[src/rtl/pcie_phy_pkg.sv]
// pcie_phy_pkg: symbol constants and scrambler LFSR helpers shared across the PHY transmit path.
package pcie_phy_pkg;
  localparam logic [7:0] COM_SYM = 8'hBC;
  localparam logic [7:0] SKP_SYM = 8'h1C;
  localparam logic [7:0] STP_SYM = 8'hFB;
  localparam logic [7:0] SDP_SYM = 8'h5C;
  localparam logic [7:0] END_SYM = 8'hFD;
  localparam logic [7:0] EDB_SYM = 8'hFE;
  localparam logic [7:0] IDL_SYM = 8'h7C;
  localparam logic [7:0] FTS_SYM = 8'h3C;
  localparam logic [7:0] EIE_SYM = 8'hFC;
  localparam logic [15:0] LFSR_POLY = 16'h0039;
  localparam logic [15:0] LFSR_SEED = 16'hFFFF;

  typedef enum logic [1:0] {SYM_COM, SYM_SKP, SYM_K, SYM_D} sym_kind_e;

  function automatic sym_kind_e classify(input logic k, input logic [7:0] s);
    return !k ? SYM_D : s == COM_SYM ? SYM_COM : s == SKP_SYM ? SYM_SKP : SYM_K;
  endfunction

  // Returns {lfsr after 8 Galois steps, keystream byte}; keystream bit 0 comes out first.
  function automatic logic [23:0] lfsr_byte(input logic [15:0] l);
    logic [7:0] ks;
    ks = '0;
    for (int i = 0; i < 8; i++) begin
      ks[i] = l[15];
      l = {l[14:0], 1'b0} ^ (l[15] ? LFSR_POLY : 16'h0000);
    end
    return {l, ks};
  endfunction
endpackage

[src/rtl/scrambler_lfsr_lane.sv]
// scrambler_lfsr_lane: one lane's LFSR, symbol decode and combinational scrambled symbol.
module scrambler_lfsr_lane
  import pcie_phy_pkg::*;
(
  input  logic       clk,
  input  logic       rst,
  input  logic       en_i,
  input  logic       k_i,
  input  logic [7:0] sym_i,
  input  logic       bypass_i,
  output logic [7:0] sym_o
);
  logic [15:0] lfsr_q, lfsr_d, lfsr_adv;
  logic [7:0] ks;
  sym_kind_e kind;
  always_comb begin
    kind = classify(k_i, sym_i);
    {lfsr_adv, ks} = lfsr_byte(lfsr_q);
    lfsr_d = !en_i ? lfsr_q : kind == SYM_COM ? LFSR_SEED : kind == SYM_SKP ? lfsr_q : lfsr_adv;
    sym_o = (kind == SYM_D && !bypass_i) ? sym_i ^ ks : sym_i;
  end
  always_ff @(posedge clk or negedge rst)
    if (!rst) lfsr_q <= LFSR_SEED;
    else lfsr_q <= lfsr_d;
endmodule

[src/rtl/lane_scrambler.sv]
// lane_scrambler: four independent lane scramblers with a one-cycle registered output stage.
module lane_scrambler
  import pcie_phy_pkg::*;
(
  input  logic       clk,
  input  logic       rst,
  input  logic       in_valid,
  input  logic [7:0] data_1,
  input  logic [7:0] data_2,
  input  logic [7:0] data_3,
  input  logic [7:0] data_4,
  input  logic       k_1,
  input  logic       k_2,
  input  logic       k_3,
  input  logic       k_4,
  input  logic       os_bypass,
  input  logic       scr_disable,
  output logic       scr_valid,
  output logic [7:0] scr_data_1,
  output logic [7:0] scr_data_2,
  output logic [7:0] scr_data_3,
  output logic [7:0] scr_data_4,
  output logic       scr_k_1,
  output logic       scr_k_2,
  output logic       scr_k_3,
  output logic       scr_k_4
);
  logic [7:0] sym [4];
  logic [7:0] scr [4];
  logic [7:0] data_q [4];
  logic [3:0] k, k_q;
  logic valid_q;
  assign sym = '{data_1, data_2, data_3, data_4};
  assign k = {k_4, k_3, k_2, k_1};
  for (genvar i = 0; i < 4; i++) begin : g_lane
    scrambler_lfsr_lane u_lane (
      .clk     (clk),
      .rst     (rst),
      .en_i    (in_valid),
      .k_i     (k[i]),
      .sym_i   (sym[i]),
      .bypass_i(os_bypass | scr_disable),
      .sym_o   (scr[i])
    );
  end
  // Idle cycles drive zeros so the encoder never sees stale symbols.
  always_ff @(posedge clk or negedge rst)
    if (!rst) begin
      valid_q <= 1'b0;
      k_q <= 4'h0;
      data_q <= '{default: 8'h00};
    end else begin
      valid_q <= in_valid;
      k_q <= in_valid ? k : 4'h0;
      for (int j = 0; j < 4; j++) data_q[j] <= in_valid ? scr[j] : 8'h00;
    end
  assign scr_valid = valid_q;
  assign {scr_data_1, scr_data_2, scr_data_3, scr_data_4} = {data_q[0], data_q[1], data_q[2], data_q[3]};
  assign {scr_k_4, scr_k_3, scr_k_2, scr_k_1} = k_q;
endmodule

[config.mk]
export PLATFORM = sky130hd
export DESIGN_NAME = lane_scrambler
export DESIGN_NICKNAME = d
export VERILOG_FILES = /design/src/rtl/pcie_phy_pkg.sv /design/src/rtl/scrambler_lfsr_lane.sv /design/src/rtl/lane_scrambler.sv
export SDC_FILE = /design/constraint.sdc
export NUM_CORES = 1
export LEC_CHECK = 0
export CORE_MARGIN = 10
export CORE_UTILIZATION = 60
export CTS_CLUSTER_SIZE = 10
export DETAILED_ROUTE_END_ITERATION = 10
export GPL_ROUTABILITY_DRIVEN = 0
export HOLD_SLACK_MARGIN = 0.05
export PLACE_DENSITY = 0.86
export SLEW_MARGIN = 10
export SYNTH_ARGS = -nofsm -noshare
export SYNTH_HDL_FRONTEND = slang
export SYNTH_SLANG_ARGS = --single-unit
[constraint.sdc]
create_clock -name clk -period 3.15 [get_ports clk]
set_input_delay 0.315 -clock clk [delete_from_list [all_inputs] [get_ports clk]]
set_output_delay 0.315 -clock clk [all_outputs]
set_load 0.02 [all_outputs]
======== After elaboration in Yosys (flattened, before gate mapping) ========
Cells that the tools add are included.
word-level totals
  bits in registers ....................... 101
  input port bits ......................... 41
  output and inout port bits .............. 37
  word-level logic and storage cells ...... 141
cells by class
  eq/ne operators ......................... 20
  mux-type cells .......................... 61
  bitwise logic cells ..................... 37
  reductions and logical operators ........ 13
operators with widths
  kind                count
  $xor 16x16->16      32
  $mux 6              32
  $mux 16             8
  $mux 8              8
  $eq 8x5->1 const B  4
  $eq 8x8->1 const B  4
  $xor 8x8->8         4
  $mux 2              12
  $eq 2x1->1 const B  4
  $eq 2x2->1 const B  4
  $logic_not 2->1     4
  $ne 2x1->1 const B  4
  $reduce_and 2->1    4
  $logic_and 1x1->1   4
  $mux 4              1
  $logic_not 1->1     1
  $or 1x1->1          1

======== Depth between registers and ports, before layout ========
  depth after elaboration ................. 18
  depth in mapped cells ................... 6
  gate-level depth less buffers ........... 4

======== Cells and area by module ========
From an unflattened synthesis, not the netlist that was laid out.
unflattened totals
  cell total of the unflattened synthesis .. 545
  area, all modules ....................... 5771.8 µm²
by module, submodules not included
  module               times used  cells each  area each (µm²)  seq. area each (µm²)
  scrambler_lfsr_lane  4           117         1138.6           420.4
  lane_scrambler       1           77          1217.4           925.9

======== Worst setup path after synthesis ========
No wires, ideal clock.
  kind .................................... input to register
  start point ............................. in data_1[1]
  end point ............................... reg g_lane[0].u_lane.lfsr_q[10]
  arrival ................................. 1.651 ns
  path slack .............................. 1.419 ns
  cell stages on the path ................. 6
  path buffers ............................ 2
  cell sequence ........................... or3b_1 -> buf_2 -> or2_1 -> buf_6 -> o31a_4 -> o22a_1
between the ends
  longest elaborated chain between the ends .. 7
RTL lines
  item                                           RTL line                   source
  start: declaration                             lane_scrambler.sv:8        input logic [7:0] data_1,
  $eq 8x5->1                                     pcie_phy_pkg.sv:18         return !k ? SYM_D : s == COM_SYM ? SYM_COM : s == SKP_SYM ? SYM_SKP : SYM_K;
  $mux 2                                         pcie_phy_pkg.sv:18
  $mux 2 * (2 in series)                         pcie_phy_pkg.sv:18
  $eq 2x1->1 or $logic_not 2->1 (tied branches)  scrambler_lfsr_lane.sv:19  lfsr_d = !en_i ? lfsr_q : kind == SYM_COM ? LFSR_SEED : kind == SYM_SKP ? lfsr_q : lfsr_adv;
  $ne 2x1->1 (no line)                           n/a
  $reduce_and 2->1 (no line)                     n/a
  end signal: assignment                         scrambler_lfsr_lane.sv:24  else lfsr_q <= lfsr_d;
  end: declaration                               scrambler_lfsr_lane.sv:13  logic [15:0] lfsr_q, lfsr_d, lfsr_adv;
Every way passes the cells marked *; elsewhere a longest branch is shown, timed or not.
A chain may end at the register's enable or synchronous reset.

======== Final worst setup path ========
  start point ............................. in data_3[2]
  end point ............................... reg g_lane[2].u_lane.lfsr_q[9]
between the ends
  longest elaborated chain between the ends .. 7
RTL lines
  item                                           RTL line                   source
  start: declaration                             lane_scrambler.sv:10       input logic [7:0] data_3,
  $eq 8x5->1                                     pcie_phy_pkg.sv:18
  $mux 2                                         pcie_phy_pkg.sv:18
  $mux 2 * (2 in series)                         pcie_phy_pkg.sv:18
  $eq 2x1->1 or $logic_not 2->1 (tied branches)  scrambler_lfsr_lane.sv:19
  $ne 2x1->1 (no line)                           n/a
  $reduce_and 2->1 (no line)                     n/a
  end signal: assignment                         scrambler_lfsr_lane.sv:24
  end: declaration                               scrambler_lfsr_lane.sv:13
Marks and branches as above.

==> flow_metrics.py <==
metrics = {
    "clocking": {
        "holdBufCountCts": 1,
        "clk_pin_slew_ns": 0.10,
        "cts.path.max_buffers": 2,
        "root_buffer": "clkbuf_8",
        "cts_resized": 0,
        "cts_buffers": 9,
        "cts_sinks": 101,
        "htree_levels": 3,
        "clkLatencyLatePin_ns": 0.37,
        "cts_tree": "done",
        "post-cts-setup-buffers": 0,
    },
    "global_routing": {
        "grt_util_met2_pct": 32.8,
        "gr-usage-met3_pct": 4.49,
        "grt_max_degree": 80,
        "track_usage_pct": 20.0,
        "grt_antenna_before_repair": 0,
        "overflow": 0,
        "gr-usage-met1_pct": 25.7,
        "grt_pass1_vias": 4357,
        "grt-busiest-layer": "met2",
        "grt_pass1_wl_um": 22000,
    },
    "layout": {
        "final_common_cell": "clkdlybuf4s50_1",
        "layout_common_cells": "clkdlybuf4s50_1, xnor2_1, dfstp_2, xor2_1, nor2_1",
        "fin_util_pct": 71.9,
        "nets": 635,
        "area_growth_pct": 17.5,
        "drive_gt1_share_pct": 18.9,
        "regArea_sq_um": 2610,
        "fillers": 645,
        "antenna_cells": 0,
        "multiInputGateArea_sq_um": 2790,
    },
    "floorplanning": {
        "die_area_sq_um": 13700,
        "die-height_um": 117,
        "rows": 35,
        "die-width_um": 117,
        "start_util_pct": 61.2,
        "core-area_sq_um": 9200,
        "top_level_ports": 78,
    },
    "routing": {
        "drtIter0Drc": 374,
        "drt_wl_total_um": 13500,
        "first_pass_iters": 5,
        "wl_per_cell_um": 19.0,
        "ant_nets": 0,
        "vias_per_cell": 6.09,
        "vias": 4323,
        "drc": 0,
    },
    "timing": {
        "rsz0062_at_grt": "no",
        "setup_viol": 0,
        "final.setup_skew_ns": 0.0139,
        "period_share_pct": 66.4,
        "worst_pin_slew_ns": 0.806,
        "fmax_mhz": 478,
        "maxSlewHeadroom_pct": 45.9,
        "finalHoldViolCount": 0,
        "fin_hold_ws_ns": 0.459,
        "slew_viol_final": 0,
        "fin_setup_tns_ns": 0,
        "period_needed_ns": 2.09,
    },
    "synth": {
        "synth-edff-count": 0,
        "avgSynthCellArea_sq_um": 10.2,
        "synthFlopType": "dfstp_2",
        "synth.cell_area_sq_um": 5630,
        "synthArstFlopShare_pct": 100,
        "syn_nets": 591,
        "ys_warn_count": 0,
        "ys_types": 42,
        "syn-instance-count": 550,
        "synth_seq_area_share_pct": 46.3,
        "synth-seq-cells": 101,
    },
    "worst_setup_path": {
        "path_cells": "clkdlybuf4s50_1 > nor3b_1 > nand2_1 > o21ai_1 > o22a_1",
        "cpMaxStageDelayCell": "o21ai_1",
        "r2r_cells": 3,
        "timing.rr.end": "g_lane[0].u_lane.lfsr_q[11]$_DFFE_PN1P_",
        "cp_max_fo": 10,
        "r2r_slack_ns": 1.73,
        "r2r_start": "g_lane[0].u_lane.lfsr_q[15]$_DFFE_PN1P_",
        "crit_path_start_kind": "input pin",
        "crit_arrival_ns": 2.40,
        "criticalPathCategory": "input pin to flop",
        "end_kind": "flop",
        "cp_data_required_time_ns": 3.45,
        "crit_path_max_incr_delay_ns": 0.58,
    },
    "power_and_ir_drop": {
        "p_leak_nw": 2.42,
        "ir_drop_mv": 0.487,
        "p_per_area_nw_per_um2": 922,
    },
    "placement": {
        "port_buffers": 77,
        "dp_hpwl_um": 9470,
    },
    "hold_path": {
        "hold_end": "scr_data_4[1]$_DFF_PN0_",
        "hold_class": "input pin to flop",
        "min_from": "in_valid",
        "hold_depth": 3,
    },
    "run": {
        "maxCapViolCount": 0,
    },
    "outcome": {
        "status": "finished clean",
    },
}
==> per-layer routing <==
metal / wire length (um) / vias to the layer above
li1: - / 2010
met1: 5740 / 2118
met2: 6470 / 171
met3: 982 / 24
met4: 266 / 0
met5: 0 / -
==> worst max path at each step <==
stage,from,to,slack [ns],cells after the start
after detailed placement,data_3[2],g_lane[2].u_lane.lfsr_q[9]$_DFFE_PN1P_,0.72,5
after global placement,data_4[7],g_lane[3].u_lane.lfsr_q[3]$_DFFE_PN1P_,0.85,5
after CTS,data_3[2],g_lane[2].u_lane.lfsr_q[9]$_DFFE_PN1P_,1.09,5
after floorplan,data_1[1],g_lane[0].u_lane.lfsr_q[10]$_DFFE_PN1P_,1.42,6
after global routing,data_3[2],g_lane[2].u_lane.lfsr_q[9]$_DFFE_PN1P_,0.86,5
final,data_3[2],g_lane[2].u_lane.lfsr_q[9]$_DFFE_PN1P_,1.06,5
==> metrics by stage <==
step | total power [mW] | instances | instance area [sq um] | setup WS (ns)
2_1_floorplan | 4.56 | 550 | 5630 | 1.42
3_3_place_gp | 5.06 | 693 | 6390 | 0.855
3_5_place_dp | 5.14 | 693 | 6390 | 0.717
4_1_cts | 6.07 | 710 | 6610 | 1.09
5_1_grt | 6.45 | 710 | 6610 | 0.857
6_report | 6.09 | 710 | 6610 | 1.06
==> cells by family after synthesis <==
logic type,share of synthesized area (%)
compound gates,16.7
xor+xnor,18.2
buf+inv,4.18
flops,46.3
simple gates,14.6
==> cells in the mapped netlist, types with 5 or more instances <==
master	n	area, sq um
and2_1	14	87.6
nor4_1	14	87.6
o21ai_0	14	70.1
o31ai_1	8	60.1
nand2_1	37	139
o221a_2	10	113
dfstp_2	64	1680
o32ai_1	10	87.6
nor3_1	9	45.0
o21ai_2	5	43.8
or2_2	5	31.3
dfrtp_1	37	926
o22a_1	32	280
xnor2_1	65	569
xor2_1	52	455
buf_1	5	18.8
clkbuf_1	44	165
o22ai_1	5	31.3
nand3b_1	8	60.1
nor3b_1	12	90.1
a21oi_1	6	30.0
a221oi_1	10	87.6
nor2_1	47	176
==> state kept, by name, summed over array words and instances, names as in the netlist <==
name / cells
scr_data_3: 8
scr_data_2: 8
scr_data_4: 8
g_lane.u_lane.lfsr_q: 64
k_q: 4
scr_data_1: 8
scr_valid: 1
==> cell type report <==
cell class | count | area share, %
inverter | 5 | 0.284
clock inverter | 6 | 1.31
multi-input combinational | 391 | 42.1
timing repair buffer | 86 | 12.8
clock buffer | 10 | 1.93
sequential | 101 | 39.4
tap | 111 | 2.10
==> power by group <==
group          switching, mW  total [mW]  internal (mW)
logic                   1.09        2.47           1.38
clock network          0.462       0.911          0.449
registers              0.650        2.71           2.06
total                   2.20        6.09           3.89
==> worst max-delay path: cells and delay by family <==
family | cells | cell delay [ns]
AOI/OAI and AO/OA | 2 | 0.83
buffers and inverters | 1 | 0.51
and+or+nand+nor | 2 | 0.75
No activity file was read; power rests on OpenSTA's default activity.
